File: src/rtl/pipeline_stall_ctrl_pkg.sv
`default_nettype none
// ============================================================================
// Module      : pipeline_stall_ctrl_pkg
// Description : Shared constants, types and hazard helper for the stall ctrl.
// Revision    : 1.0 - initial release
// ============================================================================
package pipeline_stall_ctrl_pkg;

    localparam logic [1:0]  TUSE_NONE       = 2'd3;
    localparam int unsigned MULT_CYCLES_DEF = 5;
    localparam int unsigned DIV_CYCLES_DEF  = 10;
    localparam int          MD_COUNT_W      = 4;

    typedef enum logic [0:0] {
        MD_IDLE = 1'b0,
        MD_BUSY = 1'b1
    } md_state_e;

    // An operand stalls when a pending producer will not have its result
    // forwardable by the time D consumes it; $0 and unused operands never do.
    function automatic logic operand_hazard(
        input logic [4:0] src,
        input logic [1:0] tuse,
        input logic [4:0] e_wreg,
        input logic [1:0] e_tnew,
        input logic [4:0] m_wreg,
        input logic [1:0] m_tnew
    );
        logic hit;
        hit = 1'b0;
        if ((src != 5'd0) && (tuse != TUSE_NONE)) begin
            if ((src == e_wreg) && (e_tnew > tuse)) hit = 1'b1;
            if ((src == m_wreg) && (m_tnew > tuse)) hit = 1'b1;
        end
        return hit;
    endfunction

endpackage
`default_nettype wire

File: src/rtl/pipeline_stall_ctrl_md_busy_timer.sv
`default_nettype none
// ============================================================================
// Module      : md_busy_timer
// Description : Multiply/divide busy countdown that serialises HI/LO users.
// Revision    : 1.0 - initial release
// ============================================================================
module md_busy_timer
    import pipeline_stall_ctrl_pkg::*;
#(
    parameter int unsigned MULT_CYCLES = MULT_CYCLES_DEF,
    parameter int unsigned DIV_CYCLES  = DIV_CYCLES_DEF
) (
    input  logic                  clk,
    input  logic                  reset,
    input  logic                  start,
    input  logic                  is_div,
    output logic                  busy,
    output logic [MD_COUNT_W-1:0] count
);

    generate
        if ((DIV_CYCLES > 15) || (MULT_CYCLES > 15) ||
            (DIV_CYCLES == 0) || (MULT_CYCLES == 0)) begin : g_bad_cycles
            $error("md_busy_timer: MULT_CYCLES/DIV_CYCLES must be in 1..15");
        end
    endgenerate

    localparam logic [MD_COUNT_W-1:0] MULT_LOAD = MD_COUNT_W'(MULT_CYCLES);
    localparam logic [MD_COUNT_W-1:0] DIV_LOAD  = MD_COUNT_W'(DIV_CYCLES);
    localparam logic [MD_COUNT_W-1:0] ONE       = MD_COUNT_W'(1);

    md_state_e             state_q, state_d;
    logic [MD_COUNT_W-1:0] count_q, count_d;

    always_ff @(posedge clk or posedge reset) begin
        if (reset) begin
            state_q <= MD_IDLE;
            count_q <= '0;
        end else begin
            state_q <= state_d;
            count_q <= count_d;
        end
    end

    // A start while already busy simply reloads; the pipeline never does it.
    always_comb begin
        state_d = state_q;
        count_d = count_q;
        if (start) begin
            count_d = is_div ? DIV_LOAD : MULT_LOAD;
            state_d = MD_BUSY;
        end else if (state_q == MD_BUSY) begin
            count_d = count_q - ONE;
            if (count_q == ONE) state_d = MD_IDLE;
        end
    end

    assign busy  = (state_q == MD_BUSY);
    assign count = count_q;

endmodule
`default_nettype wire

File: src/rtl/pipeline_stall_ctrl.sv
`default_nettype none
// ============================================================================
// Module      : pipeline_stall_ctrl
// Description : D-stage hazard detection, stall/flush generation, md timer.
// Revision    : 1.0 - initial release
// ============================================================================
module pipeline_stall_ctrl
    import pipeline_stall_ctrl_pkg::*;
#(
    parameter int unsigned MULT_CYCLES = MULT_CYCLES_DEF,
    parameter int unsigned DIV_CYCLES  = DIV_CYCLES_DEF
) (
    input  logic        clk,
    input  logic        reset,
    input  logic [4:0]  d_rs,
    input  logic [4:0]  d_rt,
    input  logic [1:0]  d_tuse_rs,
    input  logic [1:0]  d_tuse_rt,
    input  logic        d_is_md,
    input  logic [4:0]  e_wreg,
    input  logic [4:0]  m_wreg,
    input  logic [1:0]  e_tnew,
    input  logic [1:0]  m_tnew,
    input  logic        e_md_start,
    input  logic        e_md_is_div,
    output logic        stall_f,
    output logic        stall_d,
    output logic        flush_e,
    output logic        md_busy,
    output logic [3:0]  md_count,
    output logic [31:0] stall_cycles
);

    logic        w_stall_rs;
    logic        w_stall_rt;
    logic        w_stall_md;
    logic        w_stall;
    logic [31:0] stall_cycles_q, stall_cycles_d;

    md_busy_timer #(
        .MULT_CYCLES (MULT_CYCLES),
        .DIV_CYCLES  (DIV_CYCLES)
    ) u_md_busy_timer (
        .clk    (clk),
        .reset  (reset),
        .start  (e_md_start),
        .is_div (e_md_is_div),
        .busy   (md_busy),
        .count  (md_count)
    );

    // e_md_start is included so a HI/LO user behind a just-issued mult/div
    // stalls in the very cycle the timer is being loaded.
    always_comb begin
        w_stall_rs = operand_hazard(d_rs, d_tuse_rs, e_wreg, e_tnew, m_wreg, m_tnew);
        w_stall_rt = operand_hazard(d_rt, d_tuse_rt, e_wreg, e_tnew, m_wreg, m_tnew);
        w_stall_md = d_is_md && (md_busy || e_md_start);
        w_stall    = w_stall_rs || w_stall_rt || w_stall_md;
    end

    assign stall_f = w_stall;
    assign stall_d = w_stall;
    assign flush_e = w_stall;

    always_comb begin
        stall_cycles_d = stall_cycles_q;
        if (w_stall && (stall_cycles_q != 32'hFFFF_FFFF)) begin
            stall_cycles_d = stall_cycles_q + 32'd1;
        end
    end

    always_ff @(posedge clk or posedge reset) begin
        if (reset) begin
            stall_cycles_q <= '0;
        end else begin
            stall_cycles_q <= stall_cycles_d;
        end
    end

    assign stall_cycles = stall_cycles_q;

endmodule
`default_nettype wire

File: config.mk
export PLATFORM = sky130hd
export DESIGN_NAME = pipeline_stall_ctrl
export DESIGN_NICKNAME = d
export VERILOG_FILES = /design/src/rtl/pipeline_stall_ctrl_pkg.sv /design/src/rtl/pipeline_stall_ctrl_md_busy_timer.sv /design/src/rtl/pipeline_stall_ctrl.sv
export SDC_FILE = /design/constraint.sdc
export NUM_CORES = 1
export LEC_CHECK = 0
export ABC_AREA = 1
export BUFFER_PORTS_ARGS = -buffer_cell sky130_fd_sc_hd__buf_2
export CORE_ASPECT_RATIO = 0.7
export CORE_UTILIZATION = 40
export CTS_BUF_LIST = sky130_fd_sc_hd__clkbuf_16
export DETAILED_ROUTE_END_ITERATION = 7
export GPL_TIMING_DRIVEN = 0
export SLEW_MARGIN = 20
export SYNTH_ARGS = -nofsm -noshare
export SYNTH_HDL_FRONTEND = slang
export SYNTH_SLANG_ARGS = --single-unit
File: constraint.sdc
create_clock -name clk -period 1.9 [get_ports clk]
set_input_delay 0.38 -clock clk [delete_from_list [all_inputs] [get_ports clk]]
set_output_delay 0.38 -clock clk [all_outputs]
set_load 0.1 [all_outputs]
== Yosys cells after proc, flatten, opt, wreduce, memory -nomap -nowiden ==
Index checks and enable logic that the tools add are counted.

* Muxes and demuxes: 12
* Equality and inequality tests: 8
* Order comparisons: 4
* Add/subtract/negate cells: 2
* Reductions and logical operators: 14

{| class="wikitable"
|+ Operators with widths
! cell !! number
|-
| adder 32 x 1 -> 32 bit, second input constant || 1
|-
| inequality test 32 bit, second input constant || 1
|-
| equality test 5 bit || 4
|-
| two-way mux 4 bit || 3
|-
| nonzero test 5 bit || 2
|-
| two-way mux 1 bit || 9
|-
| > comparator 2 bit || 4
|-
| logical AND 1 bit || 8
|-
| equality test 4 x 1 -> 1 bit, second input constant || 1
|-
| inequality test 2 bit, second input constant || 2
|-
| subtractor 4 x 1 -> 4 bit, second input constant || 1
|-
| logical OR 1 bit || 3
|-
| nonzero test 2 bit || 1
|}

* Word-level logic and storage cells: 43
* Register bits: 37
* Input port bits: 33
* Output and inout port bits: 40

== Depth between registers and ports, before layout ==
Gate-level depths: netlist (run 1).

* Word-level depth: 8
* Depth in mapped cells: 15
* Depth with buffers taken out: 14

== Hierarchy ==
Synthesis (run 1) repeated with hierarchy kept, for this count alone.

* Cell total of the unflattened synthesis: 478
* Area, all modules: 3049.2 sq um

{| class="wikitable"
|+ By module, submodules not included
! module !! cells an instance !! instances !! area each (sq um)
|-
| pipeline_stall_ctrl || 445 || 1 || 2776.4
|-
| md_busy_timer || 33 || 1 || 272.8
|}

== Worst setup path after synthesis (run 1) ==
Ideal clock, no wire load.

* Path type: register -> output
* Start point: register u_md_busy_timer.state_q, in the netlist u_md_busy_timer.busy
* End point: output stall_d
* Arrival time: 2.306 ns
* Data required time: 1.520 ns
* Cell stages (with the launch flop): 7
* Path slack: -0.786 ns
* Buffers on the path: 2
* Cells stage by stage: dfrtp_1 nor2_1 inv_1 nand2_1 nand3_1 buf_2 buf_4

* Word-level cells in the longest chain between the ends: 3

{| class="wikitable"
|+ RTL lines
! element !! line !! RTL
|-
| start: declaration || pipeline_stall_ctrl_md_busy_timer.sv:32 || <nowiki>md_state_e state_q, state_d;</nowiki>
|-
| start signal: assignment || pipeline_stall_ctrl_md_busy_timer.sv:40 || <nowiki>state_q <= state_d;</nowiki>
|-
| logical OR 1 bit || pipeline_stall_ctrl.sv:57 || <nowiki>w_stall_md = d_is_md && (md_busy || e_md_start);</nowiki>
|-
| logical AND 1 bit || pipeline_stall_ctrl.sv:57 ||
|-
| logical OR 1 bit || pipeline_stall_ctrl.sv:58 || <nowiki>w_stall = w_stall_rs || w_stall_rt || w_stall_md;</nowiki>
|-
| end: declaration || pipeline_stall_ctrl.sv:27 || <nowiki>output logic stall_d,</nowiki>
|}

No other way between the ends.

== Worst setup path in the final report (run 1) ==
* Start point: input e_tnew[0]
* End point: output stall_f

* Word-level cells in the longest chain between the ends: 7
* Elaborated cells on any way between the ends: 12
* Those cells by class: order compare: 2; mux: 6; reduce/logical: 4

{| class="wikitable"
|+ RTL lines
! element !! line !! RTL
|-
| start: declaration || pipeline_stall_ctrl.sv:22 || <nowiki>input logic [1:0] e_tnew,</nowiki>
|-
| > comparator 2 bit || pipeline_stall_ctrl_pkg.sv:32 || <nowiki>if ((src == e_wreg) && (e_tnew > tuse)) hit = 1'b1;</nowiki>
|-
| logical AND 1 bit || pipeline_stall_ctrl_pkg.sv:32 ||
|-
| two-way mux 1 bit || pipeline_stall_ctrl_pkg.sv:32 ||
|-
| two-way mux 1 bit || pipeline_stall_ctrl_pkg.sv:33 || <nowiki>if ((src == m_wreg) && (m_tnew > tuse)) hit = 1'b1;</nowiki>
|-
| two-way mux 1 bit || pipeline_stall_ctrl_pkg.sv:31 || <nowiki>if ((src != 5'd0) && (tuse != TUSE_NONE)) begin</nowiki>
|-
| logical OR 1 bit (*) (2 in series) || pipeline_stall_ctrl.sv:58 ||
|-
| end: declaration || pipeline_stall_ctrl.sv:26 || <nowiki>output logic stall_f,</nowiki>
|}

Mark *: on every way between the ends. The rest lies on a longest branch, timed or not.

==> reports/metrics.cfg, run 1 <==
[yosys]
yosysTopAreaCellShare=0.306
yosys_warnings=0
seq_area_frac_synth=0.306
synth_area_per_cell_um2=6.56
netlist_area_um2=3030
ys_ff_latch=37
syn_inst=462
yosys-top-cells-area=dfrtp_1 31%, nand2_1 22%, inv_1 7.3%
synth_top_area_cell=dfrtp_1
syn_nets=506
ys_types=28

[setup_path]
path_max_fanout=4
worstSetupPathType=in -> out
end_kind=output pin
required_ns=1.52
cp.arrival_ns=1.76
crit_path_start_kind=input port

[power]
swShare=0.478
vdd_drop_max_v=0.000949
power_w=0.00345
power_frac_comb=0.466
p_seq_frac=0.299
net-switching-power_w=0.00165
power_density_nw_per_um2=843
clockPowerShare=0.235
p_int_w=0.00180
p_leak_nw=2.08

[clocking]
hold_buffers=0
cts_made_buffers=5
htreeDepth=2
clkTransAtPathRegs_ns=0.06
worst_skew_pair.late_latency_ns=0.28
cts_tree=yes
cts.sinks=37
cts_buffer_depth=2
cts-root-buf=clkbuf_16

[detailed_routing]
vias_per_cell=4.80
wire_per_inst_um=13.2
drt_iter0_markers=203
drt_first_pass_iters=4
num_vias=3093
routed_wl_mm=8.52
ant_nets=0
route.detailed.drc=0

[sta]
finalHoldViolCount=0
timing.fmax_mhz=466
rsz0062_at_grt=true
report.final.slew_viol_count=0
fin_crit_sh=1.13
final.setup.tns_ns=-0.701
setup_viol=3
fin_worst_skew_ns=0.00373
hold_ws_ns=0.0986
worst_slew_pin_slew_ns=0.498
fin_crit_ns=2.14
relSlewSlack=0.671
setup_slack_ns=-0.245

[placement]
place_inst=633
gp_congestion=0.965
postPlaceCellArea_um2=3740
hpwl_mm=6.87
port_buffers=72

[grt]
gr-total-overflow=0
grt_use_total=0.228
antenna_found_initial=0
grt_pass1_wl_mm=14.0
grt_start_max_net_pins=21
grt_pass1_vias=2783

[layout]
drive_gt1_frac=0.317
stdcell_area_um2=4090
antenna_cells=0
stdcell_count=644
synthToLayoutAreaGrowth_pct=35.1
nFillCells=710
nets=589

[floorplanning]
io_pins=73
rows=26
die_w_um=106
dieArea_um2=7930
initial_core_util=0.414
die_h_um=74.8
core_area_um2=7320

[min_path]
worstHoldPathType=in -> async

[job]
maxCapViolCount=0

[run_status]
outcome=complete, but fails checks
violations=setup timing

area by class of cell:
type	count	area (um^2)	share of cell area
timing repair buffer	76	500	0.122
sequential	37	972	0.237
buffer	11	146	0.0358
clock inverter	3	17.5	0.00428
inverter	61	254	0.0620
clock buffer	5	125	0.0306
tap	98	123	0.0300
multi-input combinational	353	1960	0.478
power by group through the flow:
stage	clock, W	sequential [W]	combinational, W
2_1_floorplan	0	0.00169	0.000555
3_3_place_gp	0	0.00104	0.00149
3_5_place_dp	0	0.00104	0.00152
4_1_cts	0.000822	0.00103	0.00159
5_1_grt	0.000865	0.00106	0.00172
6_report	0.000810	0.00103	0.00161
state kept, by name (all words and copies together), names as in the netlist:
signal and flops:
stall_cycles 32, u_md_busy_timer.count 4, u_md_busy_timer.busy 1
worst max-delay path, stage by stage:
cell and delay [ns]:
buf_8 0.10, inv_8 0.05, ha_4 0.19, nand2_2 0.06, inv_2 0.03, nor2_1 0.07, nand2_1 0.07, nor2_2 0.13
nand2_1 0.07, nand2_1 0.07, nand2_2 0.07, nand3_4 0.09, buf_12 0.12, buf_12 0.09, buf_12 0.16
per-layer routing:
layer  routed length [um]  track usage
met2                 3290        0.304
met5                    0            0
met3                  567       0.0381
met1                 4630        0.377
met4                   30       0.0355
final timing paths:
kind / startpoint / to / slack (ns) / cells past startpoint
min in group clk: e_md_is_div / u_md_busy_timer.count[3]$_DFFE_PP0N_ / 0.37 / 3
hold reg to reg: stall_cycles[14]$_DFFE_PP0P_ / stall_cycles[14]$_DFFE_PP0P_ / 0.52 / 2
max in group asynchronous: reset / stall_cycles[11]$_DFFE_PP0P_ / 1.35 / 3
setup / recovery: e_tnew[0] / stall_f / -0.24 / 15
setup reg to reg: stall_cycles[16]$_DFFE_PP0P_ / stall_cycles[25]$_DFFE_PP0P_ / 0.09 / 9
hold / removal: reset / stall_cycles[30]$_DFFE_PP0P_ / 0.1 / 2
Yosys cell counts:
cell type	instances
and3_1	1
xor2_1	21
nand2_2	1
dfrtp_1	37
nor2_2	2
nor3_2	1
inv_1	59
a21oi_1	2
or2_2	1
a41oi_1	1
ha_1	11
nor2_4	2
buf_6	5
nand4_1	7
nand3_2	9
nand2_1	180
nand2_4	1
o21ai_0	3
buf_2	4
nand4_2	1
o221ai_1	3
nand3_1	39
nor2_1	46
nor3_1	12
inv_2	2
buf_4	2
xnor2_1	8
o21bai_1	1
kinds of logic after synthesis:
group,after synthesis,share of synthesized area
flops,37,0.306
simple gates,303,0.437
compound gates,10,0.0223
xor+xnor,29,0.0838
fa+ha+maj,11,0.0454
buf+inv,72,0.106
through the flow:
stage,utilization,setup slack [ns]
floorplan,-,-0.0713
global placement,0.507,-0.644
detailed placement,0.511,-0.653
CTS,0.551,-0.216
global route,0.559,-0.330
finish,0.559,-0.245
timing repair:
item,CTS,global route
setup buffers,4,0
pin swaps,18,12
endpoints found under the hold margin,0,0
cloned,0,0
setup endpoints to repair,3,35
resized for setup,30,20
cell usage in the layout, fill, tap and decap left out, types with 2 or more instances in the layout:
cell       synthesis  layout
dfrtp_1           37       4
buf_12             0       6
buf_2              4      63
nand2_1          180     175
nand3_2            9       8
nand2_2            1       5
dfrtp_2            0      31
o21ai_0            3       3
nor3_2             1       2
buf_4              2       3
ha_1              11       3
xnor2_1            8       8
buf_6              5       9
nor2_1            46      43
clkbuf_16          0       5
buf_8              0       3
nor3_1            12      11
inv_1             59      53
ha_4               0       8
nor2_4             2       2
clkbuf_4           0       2
inv_2              2       5
nand3_1           39      37
clkinv_2           0       2
xor2_1            21      21
nand4_1            7       7
nand3_4            0       3
dfrtp_4            0       2
nor2_2             2       5
o221ai_1           3       3
a21oi_1            2       2
Power figures use the tool's default switching activity.
==> run 2: changes to the inputs <==
Settings changed: BUFFER_PORTS_ARGS -buffer_cell sky130_fd_sc_hd__buf_2 to default, DONT_BUFFER_PORTS from default to 1, GPL_TIMING_DRIVEN 0 to default, MAX_ROUTING_LAYER from default to met4.
==> reports/metrics.cfg, run 2 (synthesis results as in run 1) <==
[run_status]
outcome=complete, but fails checks
violations=setup timing

[sta]
relSlewSlack=0.680  ; +0.00951
timing.fmax_mhz=510  ; +9.5%
fin_crit_sh=1.03  ; -0.0975
rsz0062_at_grt=true
setup_slack_ns=-0.0597  ; +0.185 ns
fin_crit_ns=1.96  ; -0.185 ns
worst_slew_pin_slew_ns=0.480  ; -0.0177 ns
hold_ws_ns=0.100  ; +0.00163 ns
report.final.slew_viol_count=0  ; unchanged
setup_viol=3  ; unchanged
finalHoldViolCount=0  ; unchanged
fin_worst_skew_ns=0.00278  ; -0.000950 ns
final.setup.tns_ns=-0.179  ; +0.523 ns

[detailed_routing]
wl_met3_um=792  ; +40%
wire_per_inst_um=14.3  ; +7.9%
routed_wl_mm=8.71  ; +2.2%
route.detailed.drc=0  ; unchanged
top_layer=met4
wl_met1_mm=4.47  ; -3.6%
drt_iter0_markers=199  ; -2.0%
vias_per_cell=5.01  ; +4.4%
num_vias=3058  ; -1.1%
ant_nets=0  ; unchanged
drt_first_pass_iters=5  ; +1
wl_met2_mm=3.38  ; +2.6%

[grt]
grt_start_max_net_pins=38  ; +81%
grt_pass1_vias=2820  ; +1.3%
grt_pass1_wl_mm=14.2  ; +1.3%
antenna_found_initial=0  ; unchanged
gr-total-overflow=0  ; unchanged
grt_use_total=0.240  ; +0.0118

[power]
p_seq_frac=0.292  ; -0.007
power_density_nw_per_um2=903  ; +7.0%
net-switching-power_w=0.00160  ; -3.0%
p_int_w=0.00191  ; +6.1%
p_leak_nw=1.92  ; -7.9%
clockPowerShare=0.269  ; +0.034
vdd_drop_max_v=0.00106  ; +11%
power_frac_comb=0.440  ; -0.026
swShare=0.456  ; -0.0222

[setup_path]
path_max_fanout=3  ; -1
critPathMaxStageDelay_ns=0.32  ; +0.13 ns
end_kind=output pin
crit_path_start_kind=input port
critical_path.cell_chain=inv_2 > ha_1 > nand2_1 > nand3_1 > nor2_1 > nand3_1 > nand2_1 > nand2_2 > nand3_4 > buf_16
required_ns=1.52  ; about the same
worstSetupPathType=in -> out
cp.arrival_ns=1.58  ; -0.18 ns
slowest_stage=buf_16

[floorplanning]
io_pins=73  ; unchanged
dieArea_um2=7930  ; unchanged
die_h_um=74.8  ; unchanged
die_w_um=106  ; unchanged
core_area_um2=7320  ; unchanged
rows=26  ; unchanged
initial_core_util=0.414  ; unchanged

[placement]
hpwl_mm=6.89  ; +0.28%
postPlaceCellArea_um2=3660  ; -2.1%
port_buffers=0  ; -100%
pre_cts_slack_ns=-0.110  ; +0.543 ns
gp_congestion=0.914  ; -5.2%

[layout]
final_common_cell=nand2_1
largest_reg_flops=32  ; unchanged
drive_gt1_frac=0.258  ; -0.0590
antenna_cells=0  ; unchanged
nets=555  ; -5.8%
synthToLayoutAreaGrowth_pct=28.4
final_cell_mix=177 x nand2_1, 54 x inv_1, 49 x buf_4, 45 x nor2_1, 38 x nand3_1
postLayoutCoreUtil=0.532  ; -0.0277
stdcell_area_um2=3890  ; -5.0%

[job]
maxCapViolCount=0  ; unchanged

[clocking]
hold_buffers=0  ; unchanged
cts_tree=yes
cts-root-buf=clkbuf_16
cts.sinks=37  ; unchanged
worst_skew_pair.late_latency_ns=0.28  ; about the same
clkTransAtPathRegs_ns=0.06  ; about the same
cts_buffer_depth=2  ; unchanged
cts_made_buffers=5  ; unchanged
htreeDepth=2  ; unchanged

[min_path]
worstHoldPathType=in -> async

[run 2: changes by cell type in the layout (fill, tap and decap cells not counted), sizes merged]
| cell | delta |
|---|---|
| clkinv | -1 |
| inv | +1 |
| clkbuf | -2 |
| clkinvlp | -1 |
| bufinv | +1 |
| buf | -32 |
[run 2: per-layer routing]
metal,global-route usage,vias up
li1,-,1528
met1,0.352,1402
met2,0.318,119
met3,0.0649,9
met4,0.0633,0
met5,-,-
[run 2: worst paths after layout]
check	startpoint	to	slack, ns	cells after the start
setup / recovery	m_tnew[0]	stall_f	-0.06	10
hold / removal	reset	stall_cycles[26]$_DFFE_PP0P_	0.10	2
setup reg to reg	stall_cycles[0]$_DFFE_PP0P_	stall_cycles[25]$_DFFE_PP0P_	0.13	11
hold reg to reg	stall_cycles[19]$_DFFE_PP0P_	stall_cycles[19]$_DFFE_PP0P_	0.52	2
max in group asynchronous	reset	stall_cycles[0]$_DFFE_PP0P_	1.43	2
min in group clk	e_md_is_div	u_md_busy_timer.count[1]$_DFFE_PP0N_	0.27	2
[run 2: power by group through the flow]
stage               combinational (W)  clock, W  sequential [W]
global placement              0.00152         0         0.00103
global route                  0.00164  0.000985         0.00104
floorplan                    0.000555         0         0.00169
CTS                           0.00154  0.000953         0.00103
finish                        0.00154  0.000945         0.00102
detailed placement            0.00153         0         0.00104
[run 2: worst max-delay path, delay by kind of cell]
| family | cells | cell delay (ns) |
|---|---|---|
| buffers and inverters | 2 | 0.35 |
| AND/OR/NAND/NOR | 7 | 0.57 |
| adder cells (fa/ha/maj) | 1 | 0.26 |
[run 2: layout make-up]
type	instances	area (um^2)
fill	739	3430
multi-input combinational	353	1920
sequential	37	972
timing repair buffer	53	455
inverter	61	259
clock buffer	5	125
tap	98	123
clock inverter	3	37.5
[run 2: metrics by stage]
stage                     power [W]  instances
after floorplan             0.00225        462
after global placement      0.00255        600
after detailed placement    0.00257        600
after CTS                   0.00352        608
after global routing        0.00367        610
final                       0.00351        610
[run 2: timing repair]
| action | CTS | global route |
|---|---|---|
| gates resized for setup | 9 | 6 |
| pin swaps | 16 | 8 |
| buffers inserted | 0 | 2 |
| setup endpoints to repair | 3 | 30 |
| cloned | 0 | 0 |
==> run 3: changes to the inputs <==
Settings changed: CORE_UTILIZATION 40 to 58, CTS_CLUSTER_DIAMETER from default to 40, PLACE_DENSITY from default to 0.76.
==> reports/metrics.cfg, run 3 (synthesis results as in run 1) <==
[grt]
grt_pass1_vias=2960  ; +5.0%
grt_pass1_wl_mm=14.0  ; -1.5%
grt_use_total=0.333  ; +0.0928
antenna_found_initial=0  ; unchanged
grt_start_max_net_pins=38  ; unchanged
gr-total-overflow=0  ; unchanged

[setup_path]
required_ns=1.52  ; about the same
crit_path_start_kind=input port
r2r_setup_slack_ns=0.13  ; about the same
worstSetupPathType=in -> out
cp.arrival_ns=1.52  ; -0.06 ns
end_kind=output pin
r2r-end=stall_cycles[31]$_DFFE_PP0P_
reg2reg_from=stall_cycles[0]$_DFFE_PP0P_
path_max_fanout=3  ; unchanged
ff2ff_path_depth=9  ; -2

[sta]
report.final.slew_viol_count=0  ; unchanged
fin_crit_sh=1.00  ; -0.0291
final.setup.tns_ns=-0.00809  ; +0.171 ns
fin_worst_skew_ns=0.00602  ; +0.00324 ns
timing.fmax_mhz=525  ; +2.9%
relSlewSlack=0.692  ; +0.0121
fin_crit_ns=1.90  ; -0.0554 ns
setup_slack_ns=-0.00436  ; +0.0554 ns
worst_slew_pin_slew_ns=0.462  ; -0.0182 ns
finalHoldViolCount=0  ; unchanged
setup_viol=2  ; -1
rsz0062_at_grt=true

[detailed_routing]
num_vias=3067  ; +0.29%
routed_wl_mm=8.28  ; -4.9%
vias_per_cell=5.26  ; +4.9%
drt_iter0_markers=262  ; +32%
wire_per_inst_um=14.2  ; -0.53%
drt_first_pass_iters=5  ; unchanged
ant_nets=0  ; unchanged
route.detailed.drc=0  ; unchanged

[clocking]
clkTransAtPathRegs_ns=0.05  ; about the same
cts.sinks=37  ; unchanged
cts_buffer_depth=2  ; unchanged
hold_buffers=0  ; unchanged
cts_tree=yes
cts-root-buf=clkbuf_16
htreeDepth=2  ; unchanged
worst_skew_pair.late_latency_ns=0.27  ; about the same
cts_made_buffers=5  ; unchanged

[layout]
stdcell_count=583  ; -4.4%
antenna_cells=0  ; unchanged
multi_input_area_um2=1920  ; unchanged
final_cell_mix=177 x nand2_1, 55 x inv_1, 53 x buf_4, 45 x nor2_1, 38 x nand3_1
layout.area.seq_um2=972  ; unchanged
final_common_cell=nand2_1
postLayoutCoreUtil=0.788  ; +0.256
nFillCells=367  ; -50%
synthToLayoutAreaGrowth_pct=27.0
drive_gt1_frac=0.259  ; +0.000942
largest_reg_flops=32  ; unchanged
nets=557  ; +0.36%

[floorplanning]
die_w_um=88.4  ; -17%
core_area_um2=4890  ; -33%
initial_core_util=0.620  ; +0.206
die_h_um=62.5  ; -17%
rows=21  ; -19%
dieArea_um2=5520  ; -30%
io_pins=73  ; unchanged

[power]
p_leak_nw=1.92  ; +0.14%
vdd_drop_max_v=0.000721  ; -32%
power_density_nw_per_um2=906  ; +0.42%

[placement]
pre_cts_slack_ns=-0.0491  ; +0.0611 ns
place_inst=572  ; -4.7%
port_buffers=0  ; unchanged
hpwl_mm=6.52  ; -5.4%
gp_congestion=0.997  ; +9.1%

[run_status]
violations=setup timing
outcome=complete, but fails checks

[job]
maxCapViolCount=0  ; unchanged

[min_path]
worstHoldPathType=in -> async

run 3: cell types whose count changed in the layout (fill, tap and decap cells not counted), sizes merged:
| cell | change |
|---|---|
| buf | +2 |
run 3: repair_timing:
| action | 4_1_cts | 5_1_grt |
|---|---|---|
| pin swaps | 9 | 12 |
| buffers inserted | 1 | 2 |
| setup endpoints to repair | 2 | 25 |
| gates resized for setup | 5 | 12 |
run 3: worst max-delay path, stage by stage:
cell,delay (ns)
inv_2,0.03
ha_1,0.26
nand2_1,0.06
nand3_1,0.08
nor2_1,0.09
nand3_1,0.08
nand2_1,0.08
nand2_2,0.07
nand3_4,0.12
buf_12,0.26
run 3: cell type report:
class / instances / share of cell area
multi-input combinational: 353 / 0.499
tap: 69 / 0.0224
clock buffer: 5 / 0.0325
clock inverter: 3 / 0.00975
inverter: 61 / 0.0702
timing repair buffer: 55 / 0.114
sequential: 37 / 0.253
run 3: worst max-delay path by stage:
stage | startpoint | slack, ns | end
CTS | e_tnew[0] | 0.001 | stall_d
global route | d_tuse_rt[1] | -0.10 | stall_f
detailed placement | d_tuse_rs[1] | -0.05 | stall_d
floorplan | d_tuse_rt[1] | -0.07 | stall_d
finish | m_tnew[0] | -0.004 | stall_d
global placement | d_tuse_rs[1] | -0.04 | stall_d
run 3: metal layers:
metal / vias up / share of wire / track usage
met3: 6 / 0.092 / 0.0621
met2: 130 / 0.44 / 0.486
met5: - / 0 / -
met4: 0 / 0.0052 / 0.0504
li1: 1534 / - / -
met1: 1397 / 0.46 / 0.490
run 3: stage by stage:
stage | total power, W | hold WS, ns | instance area, um^2
global placement | 0.00253 | 0.408 | 3600
global route | 0.00364 | 0.166 | 3850
CTS | 0.00348 | 0.133 | 3790
floorplan | 0.00225 | 0.520 | 3230
finish | 0.00349 | 0.110 | 3850
detailed placement | 0.00257 | 0.417 | 3600
run 3: power breakdown:
part / leakage [nW] / internal, W / total (W) / switching, W
logic: 1.39 / 0.000402 / 0.00156 / 0.00116
clock network: 0.0826 / 0.000609 / 0.000909 / 0.000300
registers: 0.446 / 0.000901 / 0.00102 / 0.000118
total: 1.92 / 0.00191 / 0.00349 / 0.00158
